## config.mk

```make
export PLATFORM = sky130hd
export DESIGN_NAME = multi_cycle_controller_flat
export DESIGN_NICKNAME = d
export VERILOG_FILES = /design/src/rtl/multi_cycle_controller_pkg.sv /design/src/rtl/multi_cycle_controller_if.sv /design/src/rtl/multi_cycle_controller_output_decode.sv /design/src/rtl/multi_cycle_controller.sv /design/src/flat_wrapper.sv
export SDC_FILE = /design/constraint.sdc
export NUM_CORES = 1
export LEC_CHECK = 0
export CAP_MARGIN = 20
export CORE_ASPECT_RATIO = 0.8
export CORE_MARGIN = 5
export CORE_UTILIZATION = 47
export DETAILED_ROUTE_END_ITERATION = 12
export PLACE_DENSITY = 0.86
export SLEW_MARGIN = 0
export SYNTH_ARGS = -nofsm -noshare
export SYNTH_HDL_FRONTEND = slang
export SYNTH_SLANG_ARGS = --single-unit
```

## constraint.sdc

```tcl
create_clock -name clk -period 4 [get_ports clk]
set_input_delay 0.4 -clock clk [delete_from_list [all_inputs] [get_ports clk]]
set_output_delay 0.4 -clock clk [all_outputs]
set_load 0.01 [all_outputs]
```

## src/rtl/multi_cycle_controller_pkg.sv

```systemverilog
// ============================================================================
//  Module   : multi_cycle_controller_pkg
//  Purpose  : Shared constants and types for the multi-cycle CPU controller:
//             opcode/funct codes, ALUOp codes, state encoding, mux select
//             encodings, instruction class type and control word.
//  Revision : 1.0 - initial release
// ============================================================================
`default_nettype none

package multi_cycle_controller_pkg;

  // Opcodes (IR[31:26])
  localparam logic [5:0] OP_RTYPE = 6'h00;
  localparam logic [5:0] OP_J     = 6'h02;
  localparam logic [5:0] OP_JAL   = 6'h03;
  localparam logic [5:0] OP_BEQ   = 6'h04;
  localparam logic [5:0] OP_ADDI  = 6'h08;
  localparam logic [5:0] OP_ADDIU = 6'h09;
  localparam logic [5:0] OP_SLTI  = 6'h0a;
  localparam logic [5:0] OP_SLTIU = 6'h0b;
  localparam logic [5:0] OP_ANDI  = 6'h0c;
  localparam logic [5:0] OP_LUI   = 6'h0f;
  localparam logic [5:0] OP_LW    = 6'h23;
  localparam logic [5:0] OP_SW    = 6'h2b;

  // Funct codes (IR[5:0]) that change the control flow or A-input select
  localparam logic [5:0] FN_SLL  = 6'h00;
  localparam logic [5:0] FN_SRL  = 6'h02;
  localparam logic [5:0] FN_SRA  = 6'h03;
  localparam logic [5:0] FN_JR   = 6'h08;
  localparam logic [5:0] FN_JALR = 6'h09;

  // ALUOp codes; bit 3 selects unsigned compare
  localparam logic [3:0] ALUOP_ADD   = 4'b0000;
  localparam logic [3:0] ALUOP_SUB   = 4'b0001;
  localparam logic [3:0] ALUOP_FUNCT = 4'b0010;
  localparam logic [3:0] ALUOP_AND   = 4'b0100;
  localparam logic [3:0] ALUOP_SLT   = 4'b0101;
  localparam logic [3:0] ALUOP_SLTU  = 4'b1101;

  // State encoding
  localparam logic [3:0] S_IDLE  = 4'd0;
  localparam logic [3:0] S_IF    = 4'd1;
  localparam logic [3:0] S_ID    = 4'd2;
  localparam logic [3:0] S_MADDR = 4'd3;
  localparam logic [3:0] S_MRD   = 4'd4;
  localparam logic [3:0] S_WBL   = 4'd5;
  localparam logic [3:0] S_MWR   = 4'd6;
  localparam logic [3:0] S_EXR   = 4'd7;
  localparam logic [3:0] S_WBR   = 4'd8;
  localparam logic [3:0] S_EXI   = 4'd9;
  localparam logic [3:0] S_WBI   = 4'd10;
  localparam logic [3:0] S_BR    = 4'd11;
  localparam logic [3:0] S_JMP   = 4'd12;
  localparam logic [3:0] S_JR    = 4'd13;

  // Mux select encodings
  localparam logic [1:0] SRCA_PC      = 2'd0;
  localparam logic [1:0] SRCA_RS      = 2'd1;
  localparam logic [1:0] SRCA_SHAMT   = 2'd2;
  localparam logic [1:0] SRCB_RT      = 2'd0;
  localparam logic [1:0] SRCB_FOUR    = 2'd1;
  localparam logic [1:0] SRCB_IMM     = 2'd2;
  localparam logic [1:0] SRCB_IMM_SH2 = 2'd3;
  localparam logic [1:0] PCSRC_ALU    = 2'd0;
  localparam logic [1:0] PCSRC_ALUOUT = 2'd1;
  localparam logic [1:0] PCSRC_JUMP   = 2'd2;
  localparam logic [1:0] PCSRC_RS     = 2'd3;
  localparam logic [1:0] WB_ALUOUT    = 2'd0;
  localparam logic [1:0] WB_MDR       = 2'd1;
  localparam logic [1:0] WB_PC        = 2'd2;
  localparam logic [1:0] DST_RT       = 2'd0;
  localparam logic [1:0] DST_RD       = 2'd1;
  localparam logic [1:0] DST_RA       = 2'd2;

  // Instruction class decided in ID and carried through the later states
  typedef enum logic [3:0] {
    CL_ILLEGAL, CL_LW, CL_SW, CL_R, CL_JR, CL_JALR, CL_BEQ,
    CL_J, CL_JAL, CL_ADDI, CL_SLTI, CL_SLTIU, CL_ANDI, CL_LUI
  } inst_class_t;

  // Full datapath control word
  typedef struct packed {
    logic       pc_write;
    logic       pc_write_cond;
    logic       iord;
    logic       mem_read;
    logic       mem_write;
    logic       ir_write;
    logic [1:0] mem_to_reg;
    logic [1:0] reg_dst;
    logic       reg_write;
    logic       ext_op;
    logic       lui_op;
    logic [1:0] alu_src_a;
    logic [1:0] alu_src_b;
    logic [3:0] alu_op;
    logic [1:0] pc_source;
    logic       illegal;
  } ctrl_t;

  // Map opcode/funct to an instruction class (addi and addiu share a class)
  function automatic inst_class_t decode_class(input logic [5:0] op,
                                               input logic [5:0] fn);
    inst_class_t cls;
    case (op)
      OP_RTYPE: begin
        if (fn == FN_JR)        cls = CL_JR;
        else if (fn == FN_JALR) cls = CL_JALR;
        else                    cls = CL_R;
      end
      OP_LW:              cls = CL_LW;
      OP_SW:              cls = CL_SW;
      OP_BEQ:             cls = CL_BEQ;
      OP_J:               cls = CL_J;
      OP_JAL:             cls = CL_JAL;
      OP_ADDI, OP_ADDIU:  cls = CL_ADDI;
      OP_SLTI:            cls = CL_SLTI;
      OP_SLTIU:           cls = CL_SLTIU;
      OP_ANDI:            cls = CL_ANDI;
      OP_LUI:             cls = CL_LUI;
      default:            cls = CL_ILLEGAL;
    endcase
    return cls;
  endfunction

  // R-type funct codes the ALU control decoder understands
  function automatic logic funct_known(input logic [5:0] fn);
    case (fn)
      6'h00, 6'h02, 6'h03, 6'h04, 6'h06, 6'h07, 6'h08, 6'h09,
      6'h20, 6'h21, 6'h22, 6'h23, 6'h24, 6'h25, 6'h26, 6'h27,
      6'h2a, 6'h2b: return 1'b1;
      default:      return 1'b0;
    endcase
  endfunction

endpackage

`default_nettype wire

```

## src/rtl/multi_cycle_controller_if.sv

```systemverilog
// ============================================================================
//  Module   : multi_cycle_controller_if
//  Purpose  : Controller <-> datapath bundle: instruction fields in, control
//             strobes and mux selects out.
//  Revision : 1.0 - initial release
// ============================================================================
`default_nettype none

interface multi_cycle_controller_if;
  logic [5:0] OpCode;
  logic [5:0] Funct;
  logic       PCWrite;
  logic       PCWriteCond;
  logic       IorD;
  logic       MemRead;
  logic       MemWrite;
  logic       IRWrite;
  logic [1:0] MemtoReg;
  logic [1:0] RegDst;
  logic       RegWrite;
  logic       ExtOp;
  logic       LuiOp;
  logic [1:0] ALUSrcA;
  logic [1:0] ALUSrcB;
  logic [3:0] ALUOp;
  logic [1:0] PCSource;
  logic       Illegal;

  // Controller side
  modport master (
    input  OpCode, Funct,
    output PCWrite, PCWriteCond, IorD, MemRead, MemWrite, IRWrite, MemtoReg,
           RegDst, RegWrite, ExtOp, LuiOp, ALUSrcA, ALUSrcB, ALUOp, PCSource,
           Illegal
  );

  // Datapath side
  modport slave (
    output OpCode, Funct,
    input  PCWrite, PCWriteCond, IorD, MemRead, MemWrite, IRWrite, MemtoReg,
           RegDst, RegWrite, ExtOp, LuiOp, ALUSrcA, ALUSrcB, ALUOp, PCSource,
           Illegal
  );
endinterface

`default_nettype wire

```

## src/rtl/multi_cycle_controller_output_decode.sv

```systemverilog
// ============================================================================
//  Module   : mcc_output_decode
//  Purpose  : Purely combinational Moore output decode: (state, instruction
//             class, Funct) -> datapath control word.
//  Revision : 1.0 - initial release
// ============================================================================
`default_nettype none

module mcc_output_decode
  import multi_cycle_controller_pkg::*;
#(
  parameter int STATE_W = 4
) (
  input  logic [STATE_W-1:0] state,
  input  inst_class_t        cls,
  input  logic [5:0]         funct,
  output ctrl_t              ctrl
);

  // Every field defaults to 0; each state raises only what it needs
  always_comb begin
    ctrl = '0;
    case (state)
      S_IF: begin
        ctrl.mem_read  = 1'b1;
        ctrl.ir_write  = 1'b1;
        ctrl.alu_src_a = SRCA_PC;
        ctrl.alu_src_b = SRCB_FOUR;
        ctrl.alu_op    = ALUOP_ADD;
        ctrl.pc_source = PCSRC_ALU;
        ctrl.pc_write  = 1'b1;
      end
      S_ID: begin
        // Branch target computed speculatively into ALUOut
        ctrl.alu_src_a = SRCA_PC;
        ctrl.alu_src_b = SRCB_IMM_SH2;
        ctrl.ext_op    = 1'b1;
        ctrl.alu_op    = ALUOP_ADD;
        ctrl.illegal   = (cls == CL_ILLEGAL);
      end
      S_MADDR: begin
        ctrl.alu_src_a = SRCA_RS;
        ctrl.alu_src_b = SRCB_IMM;
        ctrl.ext_op    = 1'b1;
        ctrl.alu_op    = ALUOP_ADD;
      end
      S_MRD: begin
        ctrl.mem_read = 1'b1;
        ctrl.iord     = 1'b1;
      end
      S_WBL: begin
        ctrl.reg_write  = 1'b1;
        ctrl.reg_dst    = DST_RT;
        ctrl.mem_to_reg = WB_MDR;
      end
      S_MWR: begin
        ctrl.mem_write = 1'b1;
        ctrl.iord      = 1'b1;
      end
      S_EXR: begin
        // Shifts by immediate take shamt on the A input
        ctrl.alu_src_a = (funct == FN_SLL || funct == FN_SRL || funct == FN_SRA)
                         ? SRCA_SHAMT : SRCA_RS;
        ctrl.alu_src_b = SRCB_RT;
        ctrl.alu_op    = ALUOP_FUNCT;
        ctrl.illegal   = !funct_known(funct);
      end
      S_WBR: begin
        ctrl.reg_write  = 1'b1;
        ctrl.reg_dst    = DST_RD;
        ctrl.mem_to_reg = WB_ALUOUT;
      end
      S_EXI: begin
        ctrl.alu_src_a = SRCA_RS;
        ctrl.alu_src_b = SRCB_IMM;
        ctrl.ext_op    = (cls != CL_ANDI);
        ctrl.lui_op    = (cls == CL_LUI);
        case (cls)
          CL_SLTI:  ctrl.alu_op = ALUOP_SLT;
          CL_SLTIU: ctrl.alu_op = ALUOP_SLTU;
          CL_ANDI:  ctrl.alu_op = ALUOP_AND;
          default:  ctrl.alu_op = ALUOP_ADD;
        endcase
      end
      S_WBI: begin
        ctrl.reg_write  = 1'b1;
        ctrl.reg_dst    = DST_RT;
        ctrl.mem_to_reg = WB_ALUOUT;
      end
      S_BR: begin
        ctrl.alu_src_a     = SRCA_RS;
        ctrl.alu_src_b     = SRCB_RT;
        ctrl.alu_op        = ALUOP_SUB;
        ctrl.pc_write_cond = 1'b1;
        ctrl.pc_source     = PCSRC_ALUOUT;
      end
      S_JMP: begin
        ctrl.pc_write  = 1'b1;
        ctrl.pc_source = PCSRC_JUMP;
        // PC already holds PC+4, which is the link value
        if (cls == CL_JAL) begin
          ctrl.reg_write  = 1'b1;
          ctrl.reg_dst    = DST_RA;
          ctrl.mem_to_reg = WB_PC;
        end
      end
      S_JR: begin
        ctrl.pc_write  = 1'b1;
        ctrl.pc_source = PCSRC_RS;
        if (cls == CL_JALR) begin
          ctrl.reg_write  = 1'b1;
          ctrl.reg_dst    = DST_RD;
          ctrl.mem_to_reg = WB_PC;
        end
      end
      default: ;
    endcase
  end

endmodule

`default_nettype wire

```

## src/rtl/multi_cycle_controller.sv

```systemverilog
// ============================================================================
//  Module   : multi_cycle_controller
//  Purpose  : Main control FSM of the multi-cycle CPU. Sequences each
//             instruction through IF/ID/EX/MEM/WB and drives the datapath.
//             Optional performance counters enabled by macro MCC_PERF_CNT_EN.
//  Revision : 1.0 - initial release
// ============================================================================
`default_nettype none

module multi_cycle_controller
  import multi_cycle_controller_pkg::*;
#(
  parameter int STATE_W = 4,
  parameter int PERF_W  = 32
) (
  input  logic                       clk,
  input  logic                       reset,
  multi_cycle_controller_if.master   bus
`ifdef MCC_PERF_CNT_EN
  ,
  output logic [PERF_W-1:0]          CycleCnt,
  output logic [PERF_W-1:0]          InstCnt
`endif
);

  if (STATE_W < 4 || PERF_W < 1) begin : g_param_check
    $error("multi_cycle_controller: STATE_W must be >= 4 and PERF_W >= 1");
  end

  logic [STATE_W-1:0] state_q, state_d;
  inst_class_t        class_q, class_d, class_live;
  ctrl_t              ctrl;

  assign class_live = decode_class(bus.OpCode, bus.Funct);

  // Class is captured in ID; the decoder sees the live value during ID itself
  always_comb begin
    class_d = (state_q == S_ID) ? class_live : class_q;
  end

  // State and latched class registers; reset abandons any instruction
  always_ff @(posedge clk or negedge reset) begin
    if (!reset) begin
      state_q <= S_IDLE;
      class_q <= CL_ILLEGAL;
    end else begin
      state_q <= state_d;
      class_q <= class_d;
    end
  end

  // Next-state logic
  always_comb begin
    state_d = S_IF;
    case (state_q)
      S_IDLE:  state_d = S_IF;
      S_IF:    state_d = S_ID;
      S_ID: begin
        case (class_live)
          CL_LW, CL_SW:                   state_d = S_MADDR;
          CL_R:                           state_d = S_EXR;
          CL_JR, CL_JALR:                 state_d = S_JR;
          CL_BEQ:                         state_d = S_BR;
          CL_J, CL_JAL:                   state_d = S_JMP;
          CL_ADDI, CL_SLTI, CL_SLTIU,
          CL_ANDI, CL_LUI:                state_d = S_EXI;
          default:                        state_d = S_IF;
        endcase
      end
      S_MADDR: state_d = (class_q == CL_LW) ? S_MRD : S_MWR;
      S_MRD:   state_d = S_WBL;
      S_EXR:   state_d = S_WBR;
      S_EXI:   state_d = S_WBI;
      default: state_d = S_IF;
    endcase
  end

  mcc_output_decode #(
    .STATE_W (STATE_W)
  ) u_output_decode (
    .state (state_q),
    .cls   (class_d),
    .funct (bus.Funct),
    .ctrl  (ctrl)
  );

  // Drive the control word onto the datapath bundle
  always_comb begin
    bus.PCWrite     = ctrl.pc_write;
    bus.PCWriteCond = ctrl.pc_write_cond;
    bus.IorD        = ctrl.iord;
    bus.MemRead     = ctrl.mem_read;
    bus.MemWrite    = ctrl.mem_write;
    bus.IRWrite     = ctrl.ir_write;
    bus.MemtoReg    = ctrl.mem_to_reg;
    bus.RegDst      = ctrl.reg_dst;
    bus.RegWrite    = ctrl.reg_write;
    bus.ExtOp       = ctrl.ext_op;
    bus.LuiOp       = ctrl.lui_op;
    bus.ALUSrcA     = ctrl.alu_src_a;
    bus.ALUSrcB     = ctrl.alu_src_b;
    bus.ALUOp       = ctrl.alu_op;
    bus.PCSource    = ctrl.pc_source;
    bus.Illegal     = ctrl.illegal;
  end

`ifdef MCC_PERF_CNT_EN
  logic [PERF_W-1:0] cycle_cnt_q, cycle_cnt_d;
  logic [PERF_W-1:0] inst_cnt_q, inst_cnt_d;

  // Cycles outside IDLE; instructions retired on each re-entry into IF
  always_comb begin
    cycle_cnt_d = cycle_cnt_q;
    inst_cnt_d  = inst_cnt_q;
    if (state_q != S_IDLE) begin
      cycle_cnt_d = cycle_cnt_q + 1'b1;
    end
    if (state_d == S_IF && state_q != S_IDLE) begin
      inst_cnt_d = inst_cnt_q + 1'b1;
    end
  end

  // Counter registers, free-running modulo 2^PERF_W
  always_ff @(posedge clk or negedge reset) begin
    if (!reset) begin
      cycle_cnt_q <= '0;
      inst_cnt_q  <= '0;
    end else begin
      cycle_cnt_q <= cycle_cnt_d;
      inst_cnt_q  <= inst_cnt_d;
    end
  end

  assign CycleCnt = cycle_cnt_q;
  assign InstCnt  = inst_cnt_q;
`endif

endmodule

`default_nettype wire

```

## src/flat_wrapper.sv

```systemverilog
// flat-port wrapper written by rule: the top's interface ports become plain ports
module multi_cycle_controller_flat import multi_cycle_controller_pkg::*;
#(
  parameter int STATE_W = 4,
  parameter int PERF_W  = 32
)
  (clk, reset, bus_OpCode, bus_Funct, bus_PCWrite, bus_PCWriteCond, bus_IorD, bus_MemRead, bus_MemWrite, bus_IRWrite, bus_MemtoReg, bus_RegDst, bus_RegWrite, bus_ExtOp, bus_LuiOp, bus_ALUSrcA, bus_ALUSrcB, bus_ALUOp, bus_PCSource, bus_Illegal);
  multi_cycle_controller_if bus_i ();
  input  logic clk;
  input  logic reset;
  input wire logic [$bits(bus_i.OpCode)-1:0] bus_OpCode;
  input wire logic [$bits(bus_i.Funct)-1:0] bus_Funct;
  output wire logic [$bits(bus_i.PCWrite)-1:0] bus_PCWrite;
  output wire logic [$bits(bus_i.PCWriteCond)-1:0] bus_PCWriteCond;
  output wire logic [$bits(bus_i.IorD)-1:0] bus_IorD;
  output wire logic [$bits(bus_i.MemRead)-1:0] bus_MemRead;
  output wire logic [$bits(bus_i.MemWrite)-1:0] bus_MemWrite;
  output wire logic [$bits(bus_i.IRWrite)-1:0] bus_IRWrite;
  output wire logic [$bits(bus_i.MemtoReg)-1:0] bus_MemtoReg;
  output wire logic [$bits(bus_i.RegDst)-1:0] bus_RegDst;
  output wire logic [$bits(bus_i.RegWrite)-1:0] bus_RegWrite;
  output wire logic [$bits(bus_i.ExtOp)-1:0] bus_ExtOp;
  output wire logic [$bits(bus_i.LuiOp)-1:0] bus_LuiOp;
  output wire logic [$bits(bus_i.ALUSrcA)-1:0] bus_ALUSrcA;
  output wire logic [$bits(bus_i.ALUSrcB)-1:0] bus_ALUSrcB;
  output wire logic [$bits(bus_i.ALUOp)-1:0] bus_ALUOp;
  output wire logic [$bits(bus_i.PCSource)-1:0] bus_PCSource;
  output wire logic [$bits(bus_i.Illegal)-1:0] bus_Illegal;
  assign bus_i.OpCode = bus_OpCode;
  assign bus_i.Funct = bus_Funct;
  assign bus_PCWrite = bus_i.PCWrite;
  assign bus_PCWriteCond = bus_i.PCWriteCond;
  assign bus_IorD = bus_i.IorD;
  assign bus_MemRead = bus_i.MemRead;
  assign bus_MemWrite = bus_i.MemWrite;
  assign bus_IRWrite = bus_i.IRWrite;
  assign bus_MemtoReg = bus_i.MemtoReg;
  assign bus_RegDst = bus_i.RegDst;
  assign bus_RegWrite = bus_i.RegWrite;
  assign bus_ExtOp = bus_i.ExtOp;
  assign bus_LuiOp = bus_i.LuiOp;
  assign bus_ALUSrcA = bus_i.ALUSrcA;
  assign bus_ALUSrcB = bus_i.ALUSrcB;
  assign bus_ALUOp = bus_i.ALUOp;
  assign bus_PCSource = bus_i.PCSource;
  assign bus_Illegal = bus_i.Illegal;
  multi_cycle_controller #(.STATE_W(STATE_W), .PERF_W(PERF_W)) u_core (.clk(clk), .reset(reset), .bus(bus_i));
endmodule
```

==> results.toml, run 1 <==
[final_layout]
nNetsFinal = 187
drive_gt1_share_pct = 9.357
final_util_pct = 71.17
syn_to_final_growth_pct = 39.80
final_cells = 195
n_antenna_cell = 0
final_cell_area_mm2 = 0.001371
fillerInstances = 169

[timing]
skew_ns = 0.007010
rsz0062_at_grt = "false"
hold_viol = 0
slew_headroom_pct = 59.75
drv_slew = 0
fin_tns_setup_ns = 0
finalCritPeriodShare_pct = 88.14
worst_slew_pin_slew_ns = 0.6038
setup_slack_ns = 0.4745
max_freq_mhz = 283.6
min_period_ns = 3.525
hold_slack_ns = 0.4225
finalSetupViolCount = 0

[setup_path]
worstSetupStartpointType = "input port"
crit_chain = "clkdlybuf4s50_1, and4_1, a211o_1, a32oi_1, a21oi_2, or3_1, o31ai_1, clkdlybuf4s50_1"
crit_type = "input port to output pin"
cpMostUsedCell = "clkdlybuf4s50_1"
endpoint_kind = "output pin"
worstPathArrival_ns = 3.13
crit_path_top_delay_cell = "clkdlybuf4s50_1"
crit_required_ns = 3.60
critPathTopFamily = "buffers and inverters"
cp_max_fo = 10
crit_buf_inv = 2
cp_slowest_stage_delay_ns = 0.60

[clock_tree]
clock-root-buffer = "clkbuf_4"
hold_buffers = 0
clk_latency_ns = 0.26
ctsResizeCount = 0
clockBufferDepth = 2
cts_buffers = 3
htree_levels = 1
tritoncts = "yes"
clock_sinks = 8
cts_setup_buffers = 0
path_clk_slew_ns = 0.06

[placed_design]
post_dp_cell_area_mm2 = 0.001349
io_buffers = 37
pre_cts_ws_ns = 0.5239
placed_cells = 192
dp_hpwl_um = 2475
gp_congestion = 0.8883

[power]
p_total_uw = 843.4
vdd_drop_max_uv = 420.8
power.density_mw_per_mm2 = 615.1
power.leakage_nw = 0.5529

[global_route]
antenna_found_initial = 0
grt_pass1_wl_um = 5057
grt_pass1_vias = 1097
gr-total-overflow = 0
grt_max_degree = 19
grt.total_usage_pct = 20.99

[route]
postRouteAntennaNets = 0
vias_per_cell = 6.087
vias = 1187
drt-initial-drc-count = 62
avgRoutedWirePerCell_um = 15.83
dr.pass1.iters = 5
drc_errors = 0
wl_um = 3086

[logic_synthesis]
netlist.area_leader.share_pct = 20.41
synthFlopType = "dfrtp_1"
syn_area_um2 = 980.9
ys_seq_area_share_pct = 20.41
syn_avg_cell_area_um2 = 7.057
ys_async_sr_fraction_pct = 100.0
yosys_warnings = 0
synth_nets = 153
synth_cells = 139
yosys-top-cells-area = "dfrtp_1, nor2_1, nand2_1"
synth-edff-count = 0
ys_seq_elements = 8
synth_top_area_cell = "dfrtp_1"
synthDistinctLibCells = 46

[die]
dieArea_mm2 = 0.003106
initial_core_util_pct = 50.91
die_w_um = 61.08
rows = 14
ioPinCount = 38
core_mm2 = 0.001927
die_y_um = 50.86

[status]
status = "completed"

[job]
maxCapViolCount = 0

[min_path]
hp-class = "input port to async pin"
## synthesized netlist by cell type (all sizes together) (3+ instances only)
master and n:
nor2 21, or3 3, nor2b 7, a21oi 11, inv 8, dfrtp 8, o21ai 12, o31ai 3
clkbuf 5, nor3 3, nand2 16, nor3b 3, nand2b 4, and3 3, buf 3
## area by class of cell
type	instances	area [um^2]	area share [%]
Clock buffer	3	22.52	1.642
Inverter	8	30.03	2.190
Tap cell	24	30.03	2.190
Sequential cell	8	200.2	14.60
Multi-Input combinational cell	115	718.2	52.37
Timing Repair Buffer	37	370.4	27.01
## per-layer routing
| metal | routed length [um] | vias up | GRT usage, % |
|---|---|---|---|
| met5 | 0 | - | 0 |
| met4 | 5 | 0 | 3.249 |
| met3 | 242 | 2 | 5.290 |
| met2 | 1483 | 48 | 32.57 |
| met1 | 1354 | 570 | 29.77 |
| li1 | - | 567 | - |
## where the power goes
part / switching (mW) / leakage [nW] / internal (mW)
combinational: 0.287 / 0.441 / 0.269
sequential: 0.101 / 0.0983 / 0.120
clock: 0.0315 / 0.0138 / 0.0346
## path summary, 6_finish.rpt
kind | slack, ns | cells past startpoint | from | endpoint
setup / recovery | 0.47 | 8 | bus_OpCode[1] | bus_ALUOp[2]
hold / removal | 0.42 | 1 | reset | u_core.class_q[2]
setup reg to reg | 2.11 | 5 | u_core.state_q[1] | u_core.class_q[1]
hold reg to reg | 0.55 | 2 | u_core.class_q[3] | u_core.class_q[3]
max in group asynchronous | 3.30 | 1 | reset | u_core.state_q[0]
min in group clk | 0.55 | 2 | u_core.class_q[3] | u_core.class_q[3]
## registers in the layout (all words and copies together), names as in the netlist
register / count
u_core.state_q: 4
u_core.class_q: 4
## cells in the final DEF, fill, tap and decap left out, types with 2 or more instances in the layout
cell type / synthesis / final
clkbuf_4: 0 / 3
o21ai_1: 2 / 2
nand3_1: 2 / 2
nor4b_1: 2 / 2
dfrtp_1: 8 / 8
nor2_1: 21 / 21
a21oi_2: 3 / 3
inv_1: 7 / 7
a21oi_1: 8 / 8
a31oi_1: 2 / 2
o21ai_0: 10 / 10
a32oi_1: 2 / 2
and3_1: 3 / 3
nand2b_1: 4 / 4
nor2b_1: 7 / 7
o31ai_1: 3 / 3
or3_1: 2 / 2
nor3_1: 2 / 2
clkdlybuf4s50_1: 0 / 37
nor3b_1: 2 / 2
and4_1: 2 / 2
nand2_1: 16 / 16
## cell families after synthesis
| kind of cell | count (synthesis) | share of synthesized area [%] |
|---|---|---|
| AOI/OAI and AO/OA | 41 | 29.98 |
| xor gates and xnor gates | 1 | 0.8930 |
| buffers and inverters | 16 | 6.378 |
| DFF | 8 | 20.41 |
| muxes | 2 | 2.168 |
| and+or+nand+nor | 71 | 40.18 |
Note: power is estimated with default switching activity, not from simulation.
==> run 2: changes to the inputs <==
Settings changed: MAX_ROUTING_LAYER set to met4.
==> run 2 against run 1 <==
Design area is the same. Sequential power is essentially flat. Maximum frequency shrank 2.9%. Wire length shrank 0.91%. Die area is the same. Combinational power grew 0.7%. Core utilization is the same. Clock power grew 1%. Clock skew shrank 0.0041 ns. Setup slack lost 0.10 ns. Sequential share of layout area is the same. Power grew 0.74%. Critical path type unchanged. Largest cell class unchanged.
==> results.toml, run 2 (synthesis gave the netlist of run 1 again) <==
[placed_design]
dp_hpwl_um = 2436
post_dp_cell_area_mm2 = 0.001349
io_buffers = 37
pre_cts_ws_ns = 0.4170
gp_congestion = 0.9261
placed_cells = 192

[timing]
hold_viol = 0
finalSetupViolCount = 0
rsz0062_at_grt = "false"
max_freq_mhz = 275.5
worst_slew_pin_slew_ns = 0.6160
finalCritPeriodShare_pct = 90.74
drv_slew = 0
slew_headroom_pct = 58.93
min_period_ns = 3.630
fin_tns_setup_ns = 0
skew_ns = 0.002923
setup_slack_ns = 0.3703

[die]
die_w_um = 61.08
ioPinCount = 38
dieArea_mm2 = 0.003106
die_y_um = 50.86
initial_core_util_pct = 50.91
core_mm2 = 0.001927
rows = 14

[final_layout]
final_cell_area_mm2 = 0.001371
reg_top3 = "u_core.class_q (4), u_core.state_q (4)"
layout_commonest_cell = "clkdlybuf4s50_1"
n_antenna_cell = 0
nNetsFinal = 187
drive_gt1_share_pct = 9.357
final_cells = 195
final_cell_mix = "clkdlybuf4s50_1, nor2_1, nand2_1, o21ai_0"
syn_to_final_growth_pct = 39.80
fillerInstances = 176

[global_route]
grt_max_degree = 19
grt_pass1_wl_um = 4968
gr-total-overflow = 0
grt_pass1_vias = 1088
grt.total_usage_pct = 21.27
antenna_found_initial = 0

[clock_tree]
cts_buffers = 3
path_clk_slew_ns = 0.06
clock-root-buffer = "clkbuf_4"
tritoncts = "yes"
htree_levels = 1
clock_sinks = 8
hold_buffers = 0
clockBufferDepth = 2
clk_latency_ns = 0.26
ctsResizeCount = 0
cts_setup_buffers = 0

[route]
wl_um = 3058
vias_per_cell = 5.918
drc_errors = 0
dr.pass1.iters = 4
drt-initial-drc-count = 66
postRouteAntennaNets = 0
vias = 1154
avgRoutedWirePerCell_um = 15.68

[setup_path]
endpoint_kind = "output pin"
crit_required_ns = 3.60
crit_type = "input port to output pin"
worstPathArrival_ns = 3.23
cp_max_fo = 9
worstSetupStartpointType = "input port"

[min_path]
hp-class = "input port to async pin"

[power]
vdd_drop_max_uv = 426.5
power.leakage_nw = 0.5529
p_total_uw = 849.7
power.density_mw_per_mm2 = 619.6

[job]
maxCapViolCount = 0

[status]
status = "completed"
==> run 2: worst paths after layout <==
path,slack [ns],startpoint,endpoint,depth (start not counted)
max,0.37,bus_OpCode[2],bus_ALUOp[2],8
min,0.43,reset,u_core.state_q[1],1
max reg2reg,2.02,u_core.state_q[1],u_core.class_q[1],5
min reg2reg,0.55,u_core.class_q[3],u_core.class_q[3],2
max in group asynchronous,3.28,reset,u_core.class_q[0],1
min in group clk,0.55,u_core.class_q[3],u_core.class_q[3],2
==> run 2: where the power goes <==
| part | total, mW | internal, mW | switching (mW) |
|---|---|---|---|
| logic | 0.560 | 0.269 | 0.290 |
| clock network | 0.0668 | 0.0347 | 0.0321 |
| registers | 0.223 | 0.120 | 0.103 |
==> run 2: cell type report <==
cell class	instances	area [um^2]	share of cell area, %
multi-input combinational	115	718.2	52.37
timing repair buffer	37	370.4	27.01
inverter	8	30.03	2.190
sequential	8	200.2	14.60
tap	24	30.03	2.190
clock buffer	3	22.52	1.642
==> run 2: worst max-delay path: stages <==
cell and delay (ns):
clkdlybuf4s50_1 0.55, nor4_2 0.49, nand2_1 0.17, o21ai_0 0.32, o22ai_2 0.19, or3_1 0.42
o31ai_1 0.09, clkdlybuf4s50_1 0.59
==> run 2: metal layers <==
layer / GRT usage, % / routed length, um / up-vias / part of all wire, %
met5: - / 0 / - / 0
met4: 3.610 / 49 / 0 / 1.6
met3: 4.282 / 248 / 9 / 8.1
met2: 34.15 / 1415 / 58 / 46
met1: 27.85 / 1345 / 521 / 44
li1: - / - / 566 / -
==> run 2: stage by stage <==
step           hold WS (ns)  utilization [%]
3_5_place_dp         0.5332            70.00
4_1_cts              0.4402            71.17
5_1_grt              0.4572            71.17
3_3_place_gp         0.5127            70.00
2_1_floorplan        0.1044                -
6_report             0.4324            71.17
==> run 3: changes to the inputs <==
Settings changed: SETUP_SLACK_MARGIN set to 0.3.
==> run 3 against run 2 <==
Cell count is the same. Hold slack barely moved. Global-route usage unchanged. Sequential share of layout area is 0.093 points lower. Sequential cell count unchanged. Wire length is 2.2% higher. Sequential power about the same. First-iteration DRC count shrank 44%. Maximum frequency increased by 4.0%. Via count grew 1.9%. Critical path depth unchanged. Largest cell class unchanged.
==> results.toml, run 3 (synthesis gave the netlist of run 1 again) <==
[route]
drt-initial-drc-count = 37
dr.pass1.iters = 4
wl_um = 3126
postRouteAntennaNets = 0
vias_per_cell = 6.031
drc_errors = 0
vias = 1176
avgRoutedWirePerCell_um = 16.03

[setup_path]
endpoint_kind = "output pin"
worstSetupStartpoint = "bus_Funct[5]"
crit_path_top_delay_cell = "clkdlybuf4s50_1"
cp_slowest_stage_delay_ns = 0.59
critPathTopFamily = "buffers and inverters"
crit_required_ns = 3.60
r2r_start = "u_core.state_q[1]"
crit_type = "input port to output pin"
crit_buf_inv = 2
worstPathArrival_ns = 3.09
worstSetupStartpointType = "input port"
cp_max_fo = 5
crit_chain = "clkdlybuf4s50_1, or3_4, nor3b_4, a21oi_2, a221oi_2, a21oi_2, o41ai_2, clkdlybuf4s50_1"

[clock_tree]
hold_buffers = 0
cts_buffers = 3
clock-root-buffer = "clkbuf_4"
tritoncts = "yes"
path_clk_slew_ns = 0.06
clockBufferDepth = 2
clk_latency_ns = 0.26
htree_levels = 1
clock_sinks = 8

[min_path]
hp-class = "input port to async pin"

[timing]
hold_viol = 0
finalCritPeriodShare_pct = 87.24
worst_slew_pin_slew_ns = 0.6133
skew_ns = 0.001562
min_period_ns = 3.490
max_freq_mhz = 286.6
setup_slack_ns = 0.5102
rsz0062_at_grt = "false"
drv_slew = 0
finalSetupViolCount = 0
slew_headroom_pct = 59.11
fin_tns_setup_ns = 0

[power]
power.density_mw_per_mm2 = 618.9
power.leakage_nw = 0.5544
p_seq_share_pct = 26.1
clockPowerShare_pct = 7.9
p_sw_uw = 429.6
p_sw_share_pct = 50.29
p_total_uw = 854.2
pwr-share-comb_pct = 66.0
cell_internal_pwr_uw = 424.6
vdd_drop_max_uv = 426.8

[die]
ioPinCount = 38
rows = 14
initial_core_util_pct = 50.91
dieArea_mm2 = 0.003106
die_y_um = 50.86
core_mm2 = 0.001927
die_w_um = 61.08

[global_route]
met2_usage_pct = 34.15
gr-total-overflow = 0
grt_pass1_vias = 1088
use_met1_pct = 27.85
grt_pass1_wl_um = 4968
grt_max_degree = 19
busiest_layer = "met2"
met3_usage_pct = 4.282
antenna_found_initial = 0
grt.total_usage_pct = 21.27

[status]
status = "completed"

[final_layout]
layout_commonest_cell = "clkdlybuf4s50_1"
n_antenna_cell = 0
syn_to_final_growth_pct = 40.69
reg_top3 = "u_core.class_q (4), u_core.state_q (4)"
final_cell_mix = "clkdlybuf4s50_1, nor2_1, nand2_1, o21ai_0"
nNetsFinal = 187
drive_gt1_share_pct = 9.357
final_cells = 195

[placed_design]
io_buffers = 37
dp_hpwl_um = 2436
gp_congestion = 0.9261
placed_cells = 192
pre_cts_ws_ns = 0.4170

[job]
maxCapViolCount = 0
-- run 3: path summary, 6_finish.rpt --
check	to	slack (ns)	depth (start not counted)
worst min-delay path	u_core.state_q[1]	0.43	1
worst max-delay path	bus_Illegal	0.51	8
worst min register to register	u_core.class_q[3]	0.55	2
worst max register to register	u_core.class_q[1]	2.08	5
min in group clk	u_core.class_q[3]	0.55	2
max in group asynchronous	u_core.class_q[0]	3.28	1
-- run 3: through the flow --
step / cell area, um^2 / hold WS, ns / util (%)
finish: 1380 / 0.4328 / 71.62
global route: 1380 / 0.4572 / 71.62
global placement: 1349 / 0.5127 / 70.00
floorplan: 980.9 / 0.1044 / -
detailed placement: 1349 / 0.5332 / 70.00
CTS: 1371 / 0.4402 / 71.17
-- run 3: cell type report --
type / count / area [um^2]
inverters: 8 / 30.03
flip-flops and latches: 8 / 200.2
fillers: 173 / 546.8
clock buffers: 3 / 22.52
repair buffers: 37 / 370.4
well taps: 24 / 30.03
multi-input cells: 115 / 726.9
-- run 3: what timing repair did --
item                       4_1_cts  5_1_grt
setup buffers                    0        0
resized for setup                0        2
setup endpoints to repair        0        2
-- run 3: layer usage --
metal / up-vias / part of all wire [%]
met5: - / 0
met1: 534 / 43
met4: 0 / 1.4
li1: 572 / -
met2: 62 / 47
met3: 8 / 8.7
-- run 3: power groups by stage --
stage | sequential, mW | clock, mW | combinational (mW)
2_1_floorplan | 0.151 | 0 | 0.376
3_3_place_gp | 0.219 | 0 | 0.544
3_5_place_dp | 0.219 | 0 | 0.554
4_1_cts | 0.220 | 0.0665 | 0.556
5_1_grt | 0.233 | 0.0686 | 0.605
6_report | 0.223 | 0.0676 | 0.564
-- run 3: worst register-to-register path: stages (launching register included) --
cell,delay (ns)
dfrtp_1,0.63
nand2b_1,0.23
nor3_4,0.38
o21ai_1,0.19
o22ai_2,0.27
inv_2,0.09
